<file path="config.mk">
export PLATFORM = sky130hd
export DESIGN_NAME = amp_config_spi
export DESIGN_NICKNAME = d
export VERILOG_FILES = /design/src/rtl/amp_cfg_pkg.sv /design/src/rtl/amp_config_rom.sv /design/src/rtl/amp_config_spi.sv
export SDC_FILE = /design/constraint.sdc
export NUM_CORES = 1
export LEC_CHECK = 0
export CELL_PAD_IN_SITES_DETAIL_PLACEMENT = 1
export CELL_PAD_IN_SITES_GLOBAL_PLACEMENT = 1
export CORE_MARGIN = 2
export CORE_UTILIZATION = 46
export CTS_CLUSTER_DIAMETER = 150
export DETAILED_ROUTE_END_ITERATION = 8
export GPL_TIMING_DRIVEN = 0
export PLACE_DENSITY_LB_ADDON = 0.1
export SETUP_SLACK_MARGIN = 0.1
export SLEW_MARGIN = 20
export SYNTH_ARGS = -nofsm -noshare
export SYNTH_HDL_FRONTEND = slang
export SYNTH_SLANG_ARGS = --single-unit
</file>
<file path="constraint.sdc">
create_clock -name clk_in -period 3.3 [get_ports clk_in]
set_input_delay 0.33 -clock clk_in [delete_from_list [all_inputs] [get_ports clk_in]]
set_output_delay 0.33 -clock clk_in [all_outputs]
set_load 0.02 [all_outputs]
</file>
<file path="src/rtl/amp_cfg_pkg.sv">
// Shared definitions for the amplifier SPI configuration writer: FSM states,
// frame field positions and the default register table.
package amp_cfg_pkg;

    typedef enum logic [3:0] {
        ST_IDLE,
        ST_LOAD,
        ST_CS_SETUP,
        ST_SHIFT,
        ST_CS_HOLD,
        ST_GAP,
        ST_DONE,
        ST_RB_SETUP,
        ST_RB_SHIFT,
        ST_RB_HOLD,
        ST_RB_GAP
    } cfg_state_e;

    localparam int unsigned RW_BIT   = 15;
    localparam int unsigned ADDR_MSB = 14;
    localparam int unsigned ADDR_LSB = 8;
    localparam int unsigned DATA_MSB = 7;
    localparam int unsigned DATA_LSB = 0;

    function automatic logic [15:0] default_word(input logic [3:0] idx);
        case (idx)
            4'd0:    return 16'h0103;
            4'd1:    return 16'h0240;
            4'd2:    return 16'h0310;
            4'd3:    return 16'h0401;
            default: return 16'h0000;
        endcase
    endfunction

    function automatic logic [7:0] frame_data(input logic [15:0] w);
        return w[DATA_MSB:DATA_LSB];
    endfunction

    function automatic logic [6:0] frame_addr(input logic [15:0] w);
        return w[ADDR_MSB:ADDR_LSB];
    endfunction

    // Read-back frame: same address, R/nW set, data byte zeroed.
    function automatic logic [15:0] read_frame(input logic [15:0] w);
        logic [15:0] rf;
        rf                    = '0;
        rf[RW_BIT]            = 1'b1;
        rf[ADDR_MSB:ADDR_LSB] = frame_addr(w);
        return rf;
    endfunction

endpackage

</file>
<file path="src/rtl/amp_config_rom.sv">
// Combinational configuration table: word index -> SPI frame.
module amp_config_rom
    import amp_cfg_pkg::*;
#(
    parameter int unsigned IDX_W  = 2,
    parameter int unsigned WORD_W = 16
) (
    input  logic [IDX_W-1:0]  idx,
    output logic [WORD_W-1:0] word
);

    always_comb begin
        word = WORD_W'(default_word(4'(idx)));
    end

endmodule

</file>
<file path="src/rtl/amp_config_spi.sv">
// Writes the configuration table to the amplifier over SPI mode 0 on a rising
// edge of send_config_in. Optional read-back verification: AMP_CFG_READBACK_EN.
module amp_config_spi
    import amp_cfg_pkg::*;
#(
    parameter int unsigned CLK_DIV   = 4,
    parameter int unsigned NUM_WORDS = 4,
    parameter int unsigned WORD_W    = 16
) (
    input  logic clk_in,
    input  logic resetb,
    input  logic send_config_in,
    input  logic spi_miso_in,
    output logic spi_csn_out,
    output logic spi_sclk_out,
    output logic spi_mosi_out,
    output logic cfg_busy_out,
    output logic cfg_done_out,
    output logic cfg_error_out
);

    localparam int unsigned IDX_W = (NUM_WORDS > 1) ? $clog2(NUM_WORDS) : 1;
    localparam int unsigned CNT_W = $clog2(2 * CLK_DIV) + 1;
    localparam int unsigned BIT_W = $clog2(WORD_W);

    localparam logic [CNT_W-1:0] HALF     = CNT_W'(CLK_DIV - 1);
    localparam logic [CNT_W-1:0] FULL     = CNT_W'(2 * CLK_DIV - 1);
    localparam logic [BIT_W-1:0] LAST_BIT = BIT_W'(WORD_W - 1);
    localparam logic [IDX_W-1:0] LAST_IDX = IDX_W'(NUM_WORDS - 1);

    cfg_state_e        state_q, state_d;
    logic [CNT_W-1:0]  cnt_q, cnt_d;
    logic [BIT_W-1:0]  bit_q, bit_d;
    logic [IDX_W-1:0]  idx_q, idx_d;
    logic [WORD_W-1:0] shreg_q, shreg_d;
    logic              abort_q, abort_d;
    logic              send_q, send_prev_q;
    logic              start;
    logic              stop;
    logic              cs_active_d;
    logic              sclk_d;
    logic [WORD_W-1:0] rom_word;

    amp_config_rom #(
        .IDX_W  (IDX_W),
        .WORD_W (WORD_W)
    ) u_rom (
        .idx  (idx_q),
        .word (rom_word)
    );

    assign start = send_q & ~send_prev_q;
    assign stop  = abort_q | ~send_q;

`ifdef AMP_CFG_READBACK_EN
    logic [7:0] rx_q, rx_d;
    logic       err_q, err_d;
`else
    logic unused_miso;
    assign unused_miso = spi_miso_in;
`endif

    always_comb begin
        state_d = state_q;
        cnt_d   = cnt_q + 1'b1;
        bit_d   = bit_q;
        idx_d   = idx_q;
        shreg_d = shreg_q;
        abort_d = abort_q;
`ifdef AMP_CFG_READBACK_EN
        rx_d    = rx_q;
        err_d   = err_q;
`endif
        if (state_q != ST_IDLE && state_q != ST_DONE && !send_q)
            abort_d = 1'b1;

        case (state_q)
            ST_IDLE: begin
                cnt_d   = '0;
                idx_d   = '0;
                abort_d = 1'b0;
                if (start) begin
                    state_d = ST_LOAD;
`ifdef AMP_CFG_READBACK_EN
                    err_d   = 1'b0;
`endif
                end
            end
            ST_LOAD: begin
                shreg_d = rom_word;
                cnt_d   = '0;
                state_d = ST_CS_SETUP;
            end
            ST_CS_SETUP, ST_RB_SETUP: begin
                if (cnt_q == HALF) begin
                    cnt_d   = '0;
                    bit_d   = '0;
                    state_d = (state_q == ST_CS_SETUP) ? ST_SHIFT : ST_RB_SHIFT;
                end
            end
            ST_SHIFT, ST_RB_SHIFT: begin
`ifdef AMP_CFG_READBACK_EN
                // MISO is captured on the clk edge that raises SCLK.
                if (state_q == ST_RB_SHIFT && cnt_q == HALF &&
                    bit_q >= BIT_W'(WORD_W - 8))
                    rx_d = {rx_q[6:0], spi_miso_in};
                if (state_q == ST_RB_SHIFT && cnt_q == FULL && bit_q == LAST_BIT &&
                    rx_q != frame_data(16'(rom_word)))
                    err_d = 1'b1;
`endif
                if (cnt_q == FULL) begin
                    cnt_d   = '0;
                    shreg_d = {shreg_q[WORD_W-2:0], 1'b0};
                    bit_d   = bit_q + 1'b1;
                    if (bit_q == LAST_BIT)
                        state_d = (state_q == ST_SHIFT) ? ST_CS_HOLD : ST_RB_HOLD;
                end
            end
            ST_CS_HOLD, ST_RB_HOLD: begin
                if (cnt_q == HALF) begin
                    cnt_d   = '0;
                    state_d = (state_q == ST_CS_HOLD) ? ST_GAP : ST_RB_GAP;
                end
            end
            ST_GAP, ST_RB_GAP: begin
                if (cnt_q == FULL) begin
                    cnt_d = '0;
                    if (stop) begin
                        idx_d   = '0;
                        state_d = ST_IDLE;
`ifdef AMP_CFG_READBACK_EN
                    end else if (state_q == ST_GAP) begin
                        shreg_d = WORD_W'(read_frame(16'(rom_word)));
                        state_d = ST_RB_SETUP;
`endif
                    end else if (idx_q == LAST_IDX) begin
                        state_d = ST_DONE;
                    end else begin
                        idx_d   = idx_q + 1'b1;
                        state_d = ST_LOAD;
                    end
                end
            end
            ST_DONE: begin
                cnt_d = '0;
                if (!send_q) begin
                    idx_d   = '0;
                    state_d = ST_IDLE;
                end
            end
            default: state_d = ST_IDLE;
        endcase

        cs_active_d = (state_d == ST_CS_SETUP) || (state_d == ST_SHIFT) ||
                      (state_d == ST_CS_HOLD)  || (state_d == ST_RB_SETUP) ||
                      (state_d == ST_RB_SHIFT) || (state_d == ST_RB_HOLD);
        sclk_d      = ((state_d == ST_SHIFT) || (state_d == ST_RB_SHIFT)) && (cnt_d > HALF);
    end

    // Pin registers are loaded from next-state values so they align with state_q.
    always_ff @(posedge clk_in or negedge resetb) begin
        if (!resetb) begin
            state_q      <= ST_IDLE;
            cnt_q        <= '0;
            bit_q        <= '0;
            idx_q        <= '0;
            shreg_q      <= '0;
            abort_q      <= 1'b0;
            send_q       <= 1'b0;
            send_prev_q  <= 1'b0;
            spi_csn_out  <= 1'b1;
            spi_sclk_out <= 1'b0;
            spi_mosi_out <= 1'b0;
            cfg_busy_out <= 1'b0;
            cfg_done_out <= 1'b0;
        end else begin
            state_q      <= state_d;
            cnt_q        <= cnt_d;
            bit_q        <= bit_d;
            idx_q        <= idx_d;
            shreg_q      <= shreg_d;
            abort_q      <= abort_d;
            send_q       <= send_config_in;
            send_prev_q  <= send_q;
            spi_csn_out  <= ~cs_active_d;
            spi_sclk_out <= sclk_d;
            spi_mosi_out <= cs_active_d & shreg_d[WORD_W-1];
            cfg_busy_out <= (state_d != ST_IDLE) && (state_d != ST_DONE);
            cfg_done_out <= (state_d == ST_DONE);
        end
    end

`ifdef AMP_CFG_READBACK_EN
    always_ff @(posedge clk_in or negedge resetb) begin
        if (!resetb) begin
            rx_q  <= '0;
            err_q <= 1'b0;
        end else begin
            rx_q  <= rx_d;
            err_q <= err_d;
        end
    end

    assign cfg_error_out = err_q;
`else
    assign cfg_error_out = 1'b0;
`endif

endmodule
</file>
==> flow_metrics.tcl <==
set metrics [dict create \
    die_w_um 71.5 \
    nets 246 \
    synth-seq-cells 38 \
    p_comb_share_pct 28.5 \
    drt_wl_total_um 4980 \
    p_seq_share_pct 40.7 \
    cts_tree "built" \
    area_growth_pct 14.4 \
    drive_gt1_share_pct 14.8 \
    numPlacedInstances 280 \
    grt_overflow 0 \
    rsz0062_at_grt "false" \
    rows 24 \
    cts_num_sinks 38 \
    place_hpwl_um 3590 \
    setup_viol 0 \
    ff2ff_setup_slack_ps 510 \
    cp_num_buf_inv 2 \
    ys_async_sr_fraction_pct 100 \
    ir_drop_mv 0.294 \
    yosysSeqAreaShare_pct 45.4 \
    slew_headroom_pct 48.6 \
    num-fill-cells 511 \
    numCtsBuffers 5 \
    start_kind "register" \
    instances_no_fill 289 \
    path_cells "ha_1 > or3b_1 > buf_6 > and3_4 > o31a_1 > or4_1 > buf_6 > o21bai_4 > mux2_4" \
    design_area_um2 2400 \
    worstMarginPinSlew_ps 770 \
    outcome "finished, final reports clean" \
    cp.required_ps 3480 \
    netlist-cell-type-count 59 \
    clkTransAtPathRegs_ps 70 \
    grtUsageTotal_pct 21.9 \
    insertion_delay_ps 290 \
    routed_via_density 5.70 \
    place_area_um2 2250 \
    drc 0 \
    critPathArrivalTime_ps 2970 \
    cpMostUsedCell "buf_6" \
    ys_top_cells_by_area "dfrtp_1, nand2_1, ha_1" \
    final.setup.tns_ps 0 \
    fin_worst_skew_ps 5.91 \
    die_h_um 71.5 \
    core_um2 4380 \
    ys_warn_count 0 \
    ant_nets 0 \
    grt_pass1_vias 1770 \
    holdBufCountCts 1 \
    worst_path_largest_cell_delay_ps 470 \
    grt_max_degree 32 \
    routabilityCongestion 0.851 \
    synthesis.area_um2 2100 \
    finalCriticalPeriod_ps 2790 \
    drt_iter0_drc 121 \
    vias 1647 \
    yosysTopAreaCell "dfrtp_1" \
    grt_antenna_before_repair 0 \
    ys.flop_type "dfrtp_1" \
    swShare_pct 31.1 \
    end_kind "register" \
    io_pins 10 \
    drtPass1Iterations 4 \
    synthesis.nets 230 \
    power_density_nw_per_um2 660 \
    die_area_um2 5110 \
    crit_family "simple AND/OR/NAND/NOR gates" \
    synth-edff-count 0 \
    p_sw_uw 493 \
    clockRootBuffer "clkbuf_8" \
    crit_path_max_fanout 8 \
    r2r_end "spi_mosi_out" \
    r2r_cells 9 \
    portBuffers 7 \
    avgSynthCellArea_um2 9.53 \
    synthCells 220 \
    antennaDiodeCount 0 \
    start_util_pct 47.8 \
    hold_class "in -> async" \
    netlist.area_leader.share_pct 44.2 \
    detail_route.wl_per_cell_um 17.2 \
    period_share_pct 84.5 \
    max_freq_ghz 0.359 \
    worstSetupPathType "reg -> reg" \
    r2r-start "cnt_q[0]" \
    cap_violations 0 \
    slew_violations 0 \
    p_clk_share_pct 30.8 \
    cts_max_level 2 \
    slowest_stage "or4_1" \
    cts_setup_buffers 0 \
    leakage_uw 0.00105 \
    clockBufferDepth 2 \
    grt_first_pass_wirelength_um 8580 \
    p_int_uw 1090 \
    ctsResizeCount 0 \
    hold_viol 0 \
]
-- synth_stat cells (2+ instances only) --
cell type	instances
inv_1	7
ha_1	6
nor3b_1	2
dfrtp_1	37
or3_1	4
a211oi_1	4
nor2_1	17
clkbuf_1	6
o22ai_1	4
nor3_1	2
o21ai_0	14
or3b_2	2
nand2b_1	2
nand3b_1	3
buf_1	2
nand2_1	36
a22oi_1	5
nand4_1	2
nand3_1	4
mux2_2	2
buf_6	5
nor2b_1	3
a22o_1	2
mux2i_1	2
a31oi_1	2
and3_2	2
a21oi_1	8
xor2_1	4
-- final cells by class --
| cell class | count | area (µm²) | share of cell area (%) |
|---|---|---|---|
| Buffer | 15 | 108 | 4.49 |
| Clock buffer | 6 | 82.6 | 3.44 |
| Clock inverter | 2 | 60.1 | 2.50 |
| Inverter | 7 | 26.3 | 1.10 |
| Multi-Input combinational cell | 160 | 1010 | 42.1 |
| Sequential cell | 38 | 952 | 39.7 |
| Tap cell | 52 | 65.1 | 2.71 |
| Timing Repair Buffer | 9 | 95.1 | 3.96 |
-- worst max path at each step --
stage	start	endpoint	depth (start not counted)
after floorplan	cnt_q[0]	spi_mosi_out	9
after global placement	cnt_q[0]	spi_mosi_out	9
after detailed placement	cnt_q[0]	spi_mosi_out	9
after CTS	cnt_q[0]	spi_mosi_out	9
after global routing	cnt_q[0]	spi_mosi_out	9
final	cnt_q[0]	spi_mosi_out	9
-- per-stage QoR --
step / hold WS, ps / utilization [%] / power (µW) / worst slack (ps)
after global placement: 447 / 50.9 / 1060 / 573
after detailed placement: 198 / 51.2 / 1100 / 529
after global routing: 426 / 54.7 / 1690 / 406
final: 424 / 54.7 / 1580 / 512
after CTS: 421 / 54.7 / 1600 / 495
after floorplan: 34.4 / - / 966 / 746
-- power groups by stage --
stage                     sequential [µW]  combinational (µW)  clock, µW
after global routing                  662                 503        524
after detailed placement              656                 448          0
final                                 645                 451        488
after global placement                646                 418          0
after floorplan                       644                 323          0
after CTS                             646                 454        501
-- flip-flops by register name (all words and copies together), names as in the netlist --
| name | count |
|---|---|
| cfg_busy_out | 1 |
| state_q | 4 |
| spi_mosi_out | 1 |
| idx_q | 2 |
| cfg_done_out | 1 |
| abort_q | 1 |
| shreg_q | 16 |
| send_q | 1 |
| spi_csn_out | 1 |
| spi_sclk_out | 1 |
| bit_q | 4 |
| send_prev_q | 1 |
| cnt_q | 4 |
-- kinds of logic (layout without fill, tap and decap cells) --
kind of cell	after synthesis	after routing	share of synthesized area [%]
simple gates	94	94	24.0
compound gates	49	49	15.6
flops	38	38	45.4
buf+inv	22	39	6.39
fa+ha+maj	6	6	3.58
xor+xnor	5	5	2.09
mux	5	5	2.75
other cells	1	1	0.179
-- metal layers --
layer	up-vias	wire (µm)	GRT usage (%)	share of wire, %
li1	798	-	-	-
met1	818	2310	29.5	46
met2	23	2420	34.5	49
met3	8	136	4.36	2.7
met4	0	114	9.43	2.3
met5	-	0	0	0
-- worst reg2reg max path, delay by kind of cell, from the launching register on --
kind / cells / cell delay [ps]
and+or+nand+nor: 3 / 1030
adders and majority gates: 1 / 250
muxes: 1 / 310
DFF: 1 / 370
buffers and inverters: 2 / 330
AOI/OAI and AO/OA: 2 / 390
-- placed cells by master, fill, tap and decap left out, types with 2 or more instances in the layout --
| cell | instances |
|---|---|
| nand4_1 | 2 |
| a22oi_1 | 5 |
| nand2_1 | 36 |
| nand3b_1 | 3 |
| a211oi_1 | 4 |
| nor3_1 | 2 |
| dfrtp_1 | 37 |
| or3b_2 | 2 |
| clkbuf_8 | 7 |
| clkbuf_1 | 6 |
| buf_6 | 5 |
| and3_2 | 2 |
| nor3b_1 | 2 |
| or3_1 | 4 |
| bufinv_16 | 2 |
| a31oi_1 | 2 |
| a21oi_1 | 8 |
| clkdlybuf4s50_1 | 6 |
| nand2b_1 | 2 |
| mux2i_1 | 2 |
| nor2b_1 | 3 |
| xor2_1 | 4 |
| inv_1 | 7 |
| a22o_1 | 2 |
| nand3_1 | 4 |
| o21ai_0 | 14 |
| mux2_2 | 2 |
| buf_1 | 2 |
| ha_1 | 6 |
| o22ai_1 | 4 |
| nor2_1 | 17 |
No activity file was read; power rests on OpenSTA's default activity.
